File: src/rtl/carrier_seq_ctrl.sv
// Carrier sequencer: divides the clock into carrier sample strobes, steps a
// 2-bit carrier phase with advance/retard nudges from a tracking loop, emits
// quadrature samples from a 4-entry LUT and stops on a completed carrier period.
module carrier_seq_ctrl #(
  parameter int unsigned CLK_DIV = 4,
  parameter int unsigned SYM_LEN = 8
) (
  input  logic              i_clk,
  input  logic              i_rst_n,
  input  logic              i_start,
  input  logic              i_stop,
  input  logic              i_adv,
  input  logic              i_ret,
  output logic              o_busy,
  output logic              o_strobe,
  output logic [1:0]        o_phase,
  output logic signed [3:0] o_cos,
  output logic signed [3:0] o_sin,
  output logic              o_sym_tick,
  output logic              o_done
);

  localparam logic [1:0] ST_IDLE     = 2'd0;
  localparam logic [1:0] ST_RUN      = 2'd1;
  localparam logic [1:0] ST_STOPPING = 2'd2;

  localparam logic [7:0] DIV_LAST  = 8'(CLK_DIV - 1);
  localparam logic [7:0] SAMP_LAST = 8'(SYM_LEN - 1);

  logic [1:0] state_q, state_d;
  logic [7:0] div_cnt_q, div_cnt_d;
  logic [7:0] samp_cnt_q, samp_cnt_d;
  logic [1:0] phase_q, phase_d;
  logic       adv_pend_q, adv_pend_d;
  logic       ret_pend_q, ret_pend_d;
  logic       done_q, done_d;

  logic       busy;
  logic       strobe;
  logic       adv_eff;
  logic       ret_eff;
  logic       retarded;
  logic [1:0] phase_step;
  logic       stop_exit;

  // Carrier sample table: cos uses phase, sin lags it by one quarter period.
  function automatic logic signed [3:0] carrier_lut(input logic [1:0] p);
    case (p)
      2'd0:    carrier_lut = 4'sd7;
      2'd2:    carrier_lut = -4'sd7;
      default: carrier_lut = 4'sd0;
    endcase
  endfunction

  // Strobe timing and the phase step that the current strobe would apply.
  always_comb begin
    busy     = (state_q == ST_RUN) || (state_q == ST_STOPPING);
    strobe   = busy && (div_cnt_q == DIV_LAST);
    // A request arriving in the strobe cycle itself still counts for that strobe.
    adv_eff  = adv_pend_q | i_adv;
    ret_eff  = ret_pend_q | i_ret;
    retarded = ret_eff && !adv_eff;
    if (adv_eff && !ret_eff) begin
      phase_step = 2'd2;
    end else if (retarded) begin
      phase_step = 2'd0;
    end else begin
      phase_step = 2'd1;
    end
    // A retarded phase-3 strobe repeats phase 3, so the period is not complete yet.
    stop_exit = (state_q == ST_STOPPING) && strobe && (phase_q == 2'd3) && !retarded;
  end

  // Next-state logic for the FSM, counters and pending nudge flags.
  always_comb begin
    state_d    = state_q;
    div_cnt_d  = div_cnt_q;
    samp_cnt_d = samp_cnt_q;
    phase_d    = phase_q;
    adv_pend_d = adv_pend_q;
    ret_pend_d = ret_pend_q;
    done_d     = 1'b0;
    case (state_q)
      ST_IDLE: begin
        if (i_start && !i_stop) begin
          state_d    = ST_RUN;
          div_cnt_d  = '0;
          samp_cnt_d = '0;
          phase_d    = '0;
          adv_pend_d = 1'b0;
          ret_pend_d = 1'b0;
        end
      end
      ST_RUN, ST_STOPPING: begin
        if (strobe) begin
          div_cnt_d  = '0;
          phase_d    = phase_q + phase_step;
          samp_cnt_d = (samp_cnt_q == SAMP_LAST) ? 8'd0 : samp_cnt_q + 8'd1;
          adv_pend_d = 1'b0;
          ret_pend_d = 1'b0;
        end else begin
          div_cnt_d  = div_cnt_q + 8'd1;
          adv_pend_d = adv_pend_q | i_adv;
          ret_pend_d = ret_pend_q | i_ret;
        end
        if ((state_q == ST_RUN) && i_stop) begin
          state_d = ST_STOPPING;
        end
        if (stop_exit) begin
          state_d    = ST_IDLE;
          div_cnt_d  = '0;
          samp_cnt_d = '0;
          phase_d    = '0;
          done_d     = 1'b1;
        end
      end
      default: state_d = ST_IDLE;
    endcase
  end

  // State registers with synchronous active-low reset.
  always_ff @(posedge i_clk) begin
    if (!i_rst_n) begin
      state_q    <= ST_IDLE;
      div_cnt_q  <= '0;
      samp_cnt_q <= '0;
      phase_q    <= '0;
      adv_pend_q <= 1'b0;
      ret_pend_q <= 1'b0;
      done_q     <= 1'b0;
    end else begin
      state_q    <= state_d;
      div_cnt_q  <= div_cnt_d;
      samp_cnt_q <= samp_cnt_d;
      phase_q    <= phase_d;
      adv_pend_q <= adv_pend_d;
      ret_pend_q <= ret_pend_d;
      done_q     <= done_d;
    end
  end

  // Outputs decoded from registered state; samples forced to zero in IDLE.
  always_comb begin
    o_busy     = busy;
    o_strobe   = strobe;
    o_phase    = phase_q;
    o_cos      = busy ? carrier_lut(phase_q) : 4'sd0;
    o_sin      = busy ? carrier_lut(phase_q - 2'd1) : 4'sd0;
    o_sym_tick = strobe && (samp_cnt_q == SAMP_LAST);
    o_done     = done_q;
  end

endmodule

File: config.mk
export PLATFORM = sky130hd
export DESIGN_NAME = carrier_seq_ctrl
export DESIGN_NICKNAME = d
export VERILOG_FILES = /design/src/rtl/carrier_seq_ctrl.sv
export SDC_FILE = /design/constraint.sdc
export NUM_CORES = 1
export LEC_CHECK = 0
export BUFFER_PORTS_ARGS = -buffer_cell sky130_fd_sc_hd__buf_4
export CAP_MARGIN = 0
export CORE_MARGIN = 5
export CORE_UTILIZATION = 35
export DETAILED_ROUTE_END_ITERATION = 12
export SETUP_SLACK_MARGIN = 0.15
export SLEW_MARGIN = 20
export SYNTH_ARGS = -nofsm -noshare
export SYNTH_HDL_FRONTEND = slang
export SYNTH_SLANG_ARGS = --single-unit
File: constraint.sdc
create_clock -name i_clk -period 3.9 [get_ports i_clk]
set_input_delay 1.17 -clock i_clk [delete_from_list [all_inputs] [get_ports i_clk]]
set_output_delay 1.17 -clock i_clk [all_outputs]
set_load 0.1 [all_outputs]
==> results.sh, run 1 <==
export IMPL_status="finished clean"
export IMPL_hpwl_um=2610
export IMPL_die_w_um=74.3
export IMPL_grt_first_pass_wirelength_um=5530
export IMPL_place_gp_congestion=0.825
export IMPL_wirelength_um=3340
export IMPL_final_cell_mix="dfxtp_1, buf_4, nand2_1"
export IMPL_min_period_over_period_pct=83.0
export IMPL_wire_per_inst_um=14.5
export IMPL_seqPwrFrac_pct=25.8
export IMPL_reg2reg_to="samp_cnt_q[1]"
export IMPL_worst_path_buf_inv=1
export IMPL_slew_viol_final=0
export IMPL_hold_violations=0
export IMPL_p_total_mw=1.05
export IMPL_grt_pass1_vias=1195
export IMPL_max_cap_viol_count=0
export IMPL_finalWorstSetupSlack_ns=0.661
export IMPL_cpPeakStageDelay_ns=0.53
export IMPL_syn_num_nets=181
export IMPL_synth_top_area_share_pct=31.9
export IMPL_power_leakage_nw=0.630
export IMPL_path_delay_family="simple AND/OR/NAND/NOR gates"
export IMPL_ys_types=44
export IMPL_crit_fanout=6
export IMPL_clkPwrFrac_pct=13.9
export IMPL_synthArstFlopShare_pct=0
export IMPL_max_vdd_ir_drop_mv=0.209
export IMPL_dieArea_um2=5510
export IMPL_finalClockSkew_ns=0.00194
export IMPL_yosys_warnings=0
export IMPL_cp_startpoint="samp_cnt_q[3]"
export IMPL_cts_root_buf="clkbuf_8"
export IMPL_synth_seq_cells=23
export IMPL_worst_setup_path_end_kind="output port"
export IMPL_crit_chain="or4_1 -> or3_1 -> nor2_2 -> buf_4"
export IMPL_drc=0
export IMPL_synth_cells=167
export IMPL_stdcell_area_um2=1690
export IMPL_htreeDepth=1
export IMPL_worstSkewPairLatency_ns=0.26
export IMPL_cts_tree="yes"
export IMPL_grt_total_usage_pct=12.4
export IMPL_initial_core_util_pct=36.1
export IMPL_dominantRegCellSynth="dfxtp_1"
export IMPL_cts_hold_buf=0
export IMPL_hold_slack_ns=0.455
export IMPL_placed_area_um2=1640
export IMPL_synth_area_leaders="dfxtp_1, ha_1, nand2_1, xor2_1, nor2_1"
export IMPL_vias_per_cell=5.44
export IMPL_core_um2=4000
export IMPL_fmax_mhz=309
export IMPL_grt_max_degree=18
export IMPL_num_rows=23
export IMPL_p_comb_share_pct=60.2
export IMPL_rsz0062_at_grt="false"
export IMPL_pin_count=20
export IMPL_crit_path_top_delay_cell="or4_1"
export IMPL_pre_cts_ws_ns=0.858
export IMPL_setup_viol=0
export IMPL_path_clk_slew_ns=0.08
export IMPL_hp_class="flip-flop to flip-flop"
export IMPL_antenna_found_initial=0
export IMPL_ys_seq_area_share_pct=31.9
export IMPL_area_growth_pct=16.6
export IMPL_slew_headroom_pct=68.5
export IMPL_power_density_nw_per_um2=625
export IMPL_post_cts_resize_count=0
export IMPL_r2r_setup_slack_ns=1.81
export IMPL_cp_arrival_ns=2.07
export IMPL_io_buffers=19
export IMPL_final_core_util_pct=42.1
export IMPL_final_common_cell="dfxtp_1"
export IMPL_rr_startpoint="adv_pend_q"
export IMPL_worstSetupStartpointType="flip-flop"
export IMPL_whs_endpoint="adv_pend_q"
export IMPL_min_period_ns=3.24
export IMPL_intPower_mw=0.487
export IMPL_finalSetupTns_ns=0
export IMPL_numCtsBuffers=3
export IMPL_rr_worst_depth=7
export IMPL_fin_cells=231
export IMPL_yosys_area_top_type="dfxtp_1"
export IMPL_overflow=0
export IMPL_p_sw_mw=0.567
export IMPL_diodes=0
export IMPL_crit_required_ns=2.73
export IMPL_synth_edf_count=0
export IMPL_drt_pass1_iterations=6
export IMPL_min_delay_start="adv_pend_q"
export IMPL_critical_path_class="flip-flop to output port"
export IMPL_tightest_slew_ns=0.473
export IMPL_clk_path_buf_depth=2
export IMPL_die_h_um=74.3
export IMPL_antenna_left=0
export IMPL_worstHoldPathCells=2
export IMPL_cts_setup_buffers=0
export IMPL_fillers=396
export IMPL_drive_gt1_share_pct=24.3
export IMPL_final_nets=196
export IMPL_cts_sinks=23
export IMPL_drt_initial_drc_count=71
export IMPL_place_inst=227
export IMPL_netlist_area_um2=1450
export IMPL_p_sw_share_pct=53.8
export IMPL_syn_area_per_cell_um2=8.65
export IMPL_vias=1256
## power groups by stage
| stage | Combinational [mW] | Clock, mW | Sequential, mW |
|---|---|---|---|
| 6_report | 0.634 | 0.147 | 0.272 |
| 2_1_floorplan | 0.523 | 0 | 0.291 |
| 4_1_cts | 0.637 | 0.154 | 0.272 |
| 3_5_place_dp | 0.634 | 0 | 0.277 |
| 3_3_place_gp | 0.630 | 0 | 0.277 |
| 5_1_grt | 0.672 | 0.164 | 0.275 |
## how the worst max path moves through the flow
stage | end | slack, ns | depth (start not counted)
4_1_cts | o_sym_tick | 0.67 | 4
3_5_place_dp | o_phase[1] | 0.86 | 8
2_1_floorplan | o_cos[2] | 0.14 | 6
3_3_place_gp | o_phase[1] | 0.94 | 8
6_report | o_sym_tick | 0.66 | 4
5_1_grt | o_sym_tick | 0.58 | 6
## kinds of logic (layout without fill, tap and decap cells)
logic type | count (synthesis) | count (layout) | synth area share [%]
and+or+nand+nor | 75 | 75 | 30.3
AOI/OAI and AO/OA | 37 | 37 | 20.7
xor gates and xnor gates | 7 | 7 | 4.24
buffers and inverters | 17 | 31 | 5.97
DFF | 23 | 23 | 31.9
adders and majority gates | 8 | 8 | 6.93
## state kept, by name, indices dropped and copies added (netlist names)
register    cells
adv_pend_q      1
o_done          1
div_cnt_q       8
state_q         2
samp_cnt_q      8
o_phase         2
ret_pend_q      1
## routing by layer
| layer | GRT usage (%) | part of all wire, % | vias to the layer above |
|---|---|---|---|
| met5 | 0 | 0 | - |
| met4 | 3.36 | 0.63 | 0 |
| met3 | 2.57 | 5.3 | 2 |
| met2 | 21.5 | 48 | 29 |
| met1 | 15.7 | 46 | 592 |
| li1 | - | - | 633 |
## cells in the mapped netlist, types with 2 or more instances
| cell | instances |
|---|---|
| nor2_1 | 12 |
| or2_2 | 4 |
| nand3_1 | 4 |
| nand4_1 | 7 |
| ha_1 | 8 |
| clkbuf_1 | 5 |
| dfxtp_1 | 23 |
| a21oi_1 | 5 |
| inv_1 | 8 |
| nor3_1 | 2 |
| nand2_1 | 18 |
| o211ai_2 | 3 |
| o21ai_0 | 4 |
| and3_1 | 2 |
| or4_1 | 2 |
| and2_1 | 7 |
| a211oi_1 | 4 |
| o211ai_1 | 6 |
| o2111ai_1 | 2 |
| o22ai_1 | 4 |
| nor2b_1 | 2 |
| xor2_1 | 6 |
| or3_1 | 6 |
| buf_6 | 2 |
| buf_4 | 2 |
## cell type report
type / count / area, um^2 / share of cell area, %
inverters: 8 / 30.0 / 1.78
repair buffers: 19 / 143 / 8.46
flip-flops and latches: 23 / 462 / 27.4
clock buffers: 4 / 45.0 / 2.67
well taps: 50 / 62.6 / 3.71
multi-input cells: 127 / 943 / 56.0
## worst reg2reg max path, cell delays in order, from the launching register on
cell and delay [ns]:
dfxtp_1 0.31, or2_2 0.32, inv_1 0.07, ha_1 0.13
and4b_1 0.23, a31oi_4 0.44, nand3_1 0.29, o22ai_1 0.24
Power figures use the tool's default switching activity.
==> inputs of run 2 (changes only) <==
Settings changed: ABC_AREA set to 1.
Clock period 3.9 ns to 2.7 ns, I/O delays scaled along.
==> run 2 against run 1 <==
  * Combinational power is 38% higher
  * Critical path type unchanged
  * Sequential power is 51% higher
  * Sequential share of layout area is 0.94 points lower
  * Sequential cell count stayed put
  * Utilization is 2.2 points higher
  * Via count is 2.6% higher
  * Cell area is 4.4% higher
  * Setup slack worse by 0.40 ns
  * Global-route usage is 0.27 points higher
  * Routed wire length is 4.9% lower
  * Critical endpoint unchanged
  * Largest power group unchanged
==> results.sh, run 2 <==
export IMPL_yosysMostFrequentCell="nand2_1"
export IMPL_drive_gt1_share_pct=29.0
export IMPL_reg2reg_to="samp_cnt_q[3]"
export IMPL_critical_path_class="flip-flop to output port"
export IMPL_cts_hold_buf=0
export IMPL_rsz0062_at_grt="false"
export IMPL_grt_pass1_vias=1205
export IMPL_max_vdd_ir_drop_mv=0.495
export IMPL_vias_per_cell=4.76
export IMPL_antenna_found_initial=0
export IMPL_finalClockSkew_ns=0.00839
export IMPL_synth_area_leaders="dfxtp_1, nand2_1, ha_1, inv_1, nor2_1"
export IMPL_synth_seq_cells=23
export IMPL_synthArstFlopShare_pct=0
export IMPL_tightest_slew_ns=0.391
export IMPL_final_cell_mix="nand2_1, inv_1, nor2_1, dfxtp_1, buf_4"
export IMPL_min_period_ns=2.44
export IMPL_placed_area_um2=1650
export IMPL_worst_setup_path_end_kind="output port"
export IMPL_wirelength_um=3180
export IMPL_yosys_warnings=0
export IMPL_regArea_um2=465
export IMPL_clk_path_buf_depth=2
export IMPL_cts_root_buf="clkbuf_8"
export IMPL_setup_viol=0
export IMPL_wire_per_inst_um=11.7
export IMPL_hp_class="flip-flop to flip-flop"
export IMPL_final_common_cell="nand2_1"
export IMPL_reg_top3="div_cnt_q x8, samp_cnt_q x8"
export IMPL_fmax_mhz=409
export IMPL_r2r_setup_slack_ns=0.98
export IMPL_vias=1289
export IMPL_grt_max_degree=14
export IMPL_cts_sinks=23
export IMPL_die_h_um=73.8
export IMPL_stdcell_area_um2=1760
export IMPL_dominantRegCellSynth="dfxtp_1"
export IMPL_synth_cells=201
export IMPL_antenna_left=0
export IMPL_whs_endpoint="ret_pend_q"
export IMPL_rr_startpoint="ret_pend_q"
export IMPL_worstHoldPathCells=2
export IMPL_crit_required_ns=1.89
export IMPL_grt_total_usage_pct=12.7
export IMPL_max_cap_viol_count=0
export IMPL_ys_seq_area_share_pct=32.4
export IMPL_die_w_um=73.8
export IMPL_path_clk_slew_ns=0.09
export IMPL_grt_first_pass_wirelength_um=5470
export IMPL_drc=0
export IMPL_area_growth_pct=23.7
export IMPL_cp_arrival_ns=1.63
export IMPL_worstSetupStartpointType="flip-flop"
export IMPL_synth_edf_count=0
export IMPL_io_buffers=19
export IMPL_synth_top_area_share_pct=32.4
export IMPL_dieArea_um2=5440
export IMPL_final_nets=236
export IMPL_crit_fanout=7
export IMPL_place_gp_congestion=0.811
export IMPL_num_rows=23
export IMPL_syn_num_nets=215
export IMPL_power_density_nw_per_um2=852
export IMPL_worstSkewPairLatency_ns=0.27
export IMPL_diodes=0
export IMPL_fillers=421
export IMPL_power_leakage_nw=0.690
export IMPL_core_um2=3970
export IMPL_pin_count=20
export IMPL_place_inst=265
export IMPL_p_total_mw=1.50
export IMPL_cts_tree="yes"
export IMPL_min_period_over_period_pct=90.5
export IMPL_drt_initial_drc_count=62
export IMPL_multi_input_area_um2=890
export IMPL_rr_worst_depth=9
export IMPL_yosys_area_top_type="dfxtp_1"
export IMPL_min_delay_start="ret_pend_q"
export IMPL_slew_viol_final=0
export IMPL_numCtsBuffers=3
export IMPL_drt_pass1_iterations=4
export IMPL_htreeDepth=1
export IMPL_slew_headroom_pct=73.7
export IMPL_syn_area_per_cell_um2=7.08
export IMPL_netlist_area_um2=1420
export IMPL_fin_cells=271
export IMPL_hpwl_um=2370
export IMPL_ys_types=29
export IMPL_hold_violations=0
export IMPL_synth_common_cells="nand2_1, dfxtp_1, inv_1, nor2_1"
export IMPL_status="finished clean"
export IMPL_initial_core_util_pct=35.8
export IMPL_overflow=0
export IMPL_cp_startpoint="state_q[1]"
run 2: changes by cell type after synthesis, moves of 6 or more:
| cell | before | now |
|---|---|---|
| o211ai_1 | 6 | 0 |
| nand3_1 | 4 | 12 |
| or3_1 | 6 | 0 |
| nor3_1 | 2 | 9 |
| inv_1 | 8 | 23 |
| nand2_1 | 18 | 43 |
| xor2_1 | 6 | 0 |
| a21oi_1 | 5 | 12 |
| nor2_1 | 12 | 23 |
run 2: cell type report:
type                       count  area share, %
multi-input combinational    148           50.6
sequential                    23           26.5
timing repair buffer          22           11.5
inverter                      24           5.33
tap                           50           3.56
clock buffer                   3           2.35
clock inverter                 1          0.284
run 2: worst max-delay path by stage:
| stage | end | slack, ns | cells past startpoint |
|---|---|---|---|
| finish | o_sym_tick | 0.26 | 7 |
| global route | o_sym_tick | 0.15 | 7 |
| CTS | o_cos[3] | 0.15 | 6 |
| detailed placement | samp_cnt_q[3] | 0.35 | 10 |
| global placement | o_sym_tick | 0.38 | 7 |
| floorplan | o_cos[2] | -0.40 | 6 |
run 2: metrics by stage:
stage          TNS [ns]  setup WS (ns)  hold WS [ns]  util (%)
5_1_grt               0          0.151         0.508      44.3
4_1_cts               0          0.150         0.475      43.0
6_report              0          0.256         0.470      44.3
3_5_place_dp          0          0.351         0.462      41.5
2_1_floorplan    -0.999         -0.401         0.440         -
3_3_place_gp          0          0.382         0.451      41.5
run 2: timing repair:
item,4_1_cts,5_1_grt
pin swaps,0,3
gates resized for setup,4,9
endpoints found under the setup margin,2,5
buffers inserted,0,2
run 2: critical path, cell delays in order (launching register included):
cell and delay, ns:
dfxtp_2 0.34, inv_2 0.06, ha_4 0.31, nand2_1 0.09
nor3_4 0.16, nand2_2 0.12, nor2_4 0.11, buf_12 0.18
run 2: routing by layer:
metal	GRT usage, %	vias up	share of wire, %
li1	-	690	-
met1	16.2	592	48
met4	3.02	0	0.76
met3	3.28	2	2.0
met5	0	-	0
met2	21.4	5	49
run 2: logic make-up after synthesis:
kind of cell / synth area share [%]
and+or+nand+nor: 38.4
buffers and inverters: 9.76
AOI/OAI and AO/OA: 10.6
DFF: 32.4
adders and majority gates: 7.04
xor gates and xnor gates: 1.85
run 2: where the power goes:
group / total, mW / internal, mW / switching [mW]
registers: 0.411 / 0.378 / 0.0332
clock network: 0.216 / 0.103 / 0.112
logic: 0.873 / 0.245 / 0.628
total: 1.50 / 0.725 / 0.774
==> inputs of run 3 (changes only) <==
Settings changed: ABC_AREA 1 to 0.
==> run 3 against run 2 <==
  * Die area grew 1.4%
  * Clock-buffer cell count grew 1
  * Highest routed layer unchanged
  * Power grew 7.0%
  * Sequential share of layout area shrank 0.60 points
  * Routed wire length grew 8.6%
==> results.sh, run 3 (synthesis gave the netlist of run 1 again) <==
export IMPL_status="finished clean"
export IMPL_final_cell_mix="buf_4, nand2_1, dfxtp_1"
export IMPL_min_delay_start="adv_pend_q"
export IMPL_p_total_mw=1.60
export IMPL_setup_viol=0
export IMPL_num_rows=23
export IMPL_tightest_slew_ns=0.458
export IMPL_critical_path_class="flip-flop to output port"
export IMPL_drive_gt1_share_pct=33.7
export IMPL_dieArea_um2=5510
export IMPL_io_buffers=19
export IMPL_finalSetupTns_ns=0
export IMPL_busiest_layer="met2"
export IMPL_antenna_left=0
export IMPL_clkPwrFrac_pct=13.3
export IMPL_final_nets=202
export IMPL_power_leakage_nw=0.667
export IMPL_p_sw_mw=0.838
export IMPL_numCtsBuffers=3
export IMPL_vias=1292
export IMPL_worstSkewPairLatency_ns=0.26
export IMPL_grt_use_met3_pct=2.57
export IMPL_initial_core_util_pct=36.1
export IMPL_crit_required_ns=1.89
export IMPL_hpwl_um=2540
export IMPL_drc=0
export IMPL_cts_sinks=23
export IMPL_drt_initial_drc_count=90
export IMPL_max_cap_viol_count=0
export IMPL_grt_max_degree=18
export IMPL_cts_tree="yes"
export IMPL_diodes=0
export IMPL_r2r_setup_slack_ns=0.61
export IMPL_final_core_util_pct=45.6
export IMPL_crit_fanout=2
export IMPL_pin_count=20
export IMPL_power_density_nw_per_um2=879
export IMPL_min_period_ns=2.60
export IMPL_p_sw_share_pct=52.3
export IMPL_worst_setup_path_end_kind="output port"
export IMPL_die_w_um=74.3
export IMPL_grt_pass1_vias=1234
export IMPL_cp_arrival_ns=1.79
export IMPL_rsz0062_at_grt="true"
export IMPL_wirelength_um=3450
export IMPL_clk_path_buf_depth=2
export IMPL_overflow=0
export IMPL_grt_first_pass_wirelength_um=5880
export IMPL_drt_pass1_iterations=4
export IMPL_place_gp_congestion=0.862
export IMPL_grt_use_met2_pct=22.8
export IMPL_p_comb_share_pct=61.9
export IMPL_finalClockSkew_ns=0.00593
export IMPL_hold_violations=0
export IMPL_min_period_over_period_pct=96.4
export IMPL_area_growth_pct=26.2
export IMPL_grt_total_usage_pct=13.4
export IMPL_slew_headroom_pct=69.3
export IMPL_rr_startpoint="state_q[1]"
export IMPL_cts_root_buf="clkbuf_8"
export IMPL_fmax_mhz=384
export IMPL_antenna_found_initial=0
export IMPL_reg_top3="div_cnt_q x8, samp_cnt_q x8"
export IMPL_cts_hold_buf=0
export IMPL_seqPwrFrac_pct=24.7
export IMPL_die_h_um=74.3
export IMPL_gr_usage_met1_pct=17.5
export IMPL_worstSetupStartpointType="flip-flop"
export IMPL_final_common_cell="buf_4"
export IMPL_intPower_mw=0.766
export IMPL_hp_class="flip-flop to flip-flop"
export IMPL_cp_startpoint="samp_cnt_q[6]"
export IMPL_slew_viol_final=0
export IMPL_max_vdd_ir_drop_mv=0.592
export IMPL_vias_per_cell=5.45
export IMPL_htreeDepth=1
export IMPL_path_clk_slew_ns=0.08
export IMPL_wire_per_inst_um=14.6
export IMPL_core_um2=4000
[run 3: worst paths after layout]
kind	end	cells after the start
worst max-delay path	o_sym_tick	4
worst min register to register	adv_pend_q	2
worst min-delay path	adv_pend_q	2
worst max register to register	o_phase[1]	7
[run 3: layer usage]
metal	vias up	part of all wire [%]	routed length, um
met5	-	0	0
met4	0	0.87	30
met3	4	4.5	155
met2	25	48	1650
met1	608	47	1620
li1	655	-	-
[run 3: final cells by class]
class / count / area, um^2
Clock buffer: 4 / 45.0
Multi-Input combinational cell: 127 / 966
Fill cell: 390 / 2180
Tap cell: 50 / 62.6
Sequential cell: 23 / 472
Inverter: 8 / 37.5
Timing Repair Buffer: 25 / 241
[run 3: critical path, cell delays in order (launching register included)]
cell and delay, ns:
dfxtp_2 0.33, or4_1 0.52, or3_4 0.38, nor2_4 0.11, buf_12 0.18
[run 3: timing repair]
| item | CTS | global route |
|---|---|---|
| resized for setup | 15 | 5 |
| setup buffers | 3 | 2 |
| setup endpoints to repair | 5 | 5 |
| pin swaps | 3 | 2 |
[run 3: power by group through the flow]
| stage | registers, mW | logic (mW) | clock network, mW |
|---|---|---|---|
| finish | 0.397 | 0.993 | 0.214 |
| CTS | 0.397 | 0.936 | 0.221 |
| floorplan | 0.424 | 0.804 | 0 |
| global route | 0.401 | 1.05 | 0.234 |
| global placement | 0.404 | 0.907 | 0 |
| detailed placement | 0.405 | 0.917 | 0 |
[run 3: stage by stage]
step | instances | area, um^2 | setup slack [ns] | hold slack (ns)
floorplan | 167 | 1550 | -0.422 | 0.432
finish | 237 | 1820 | 0.0979 | 0.471
CTS | 235 | 1790 | 0.0913 | 0.476
global placement | 228 | 1670 | 0.0883 | 0.441
global route | 237 | 1820 | 0.0602 | 0.495
detailed placement | 228 | 1670 | 0.0584 | 0.464
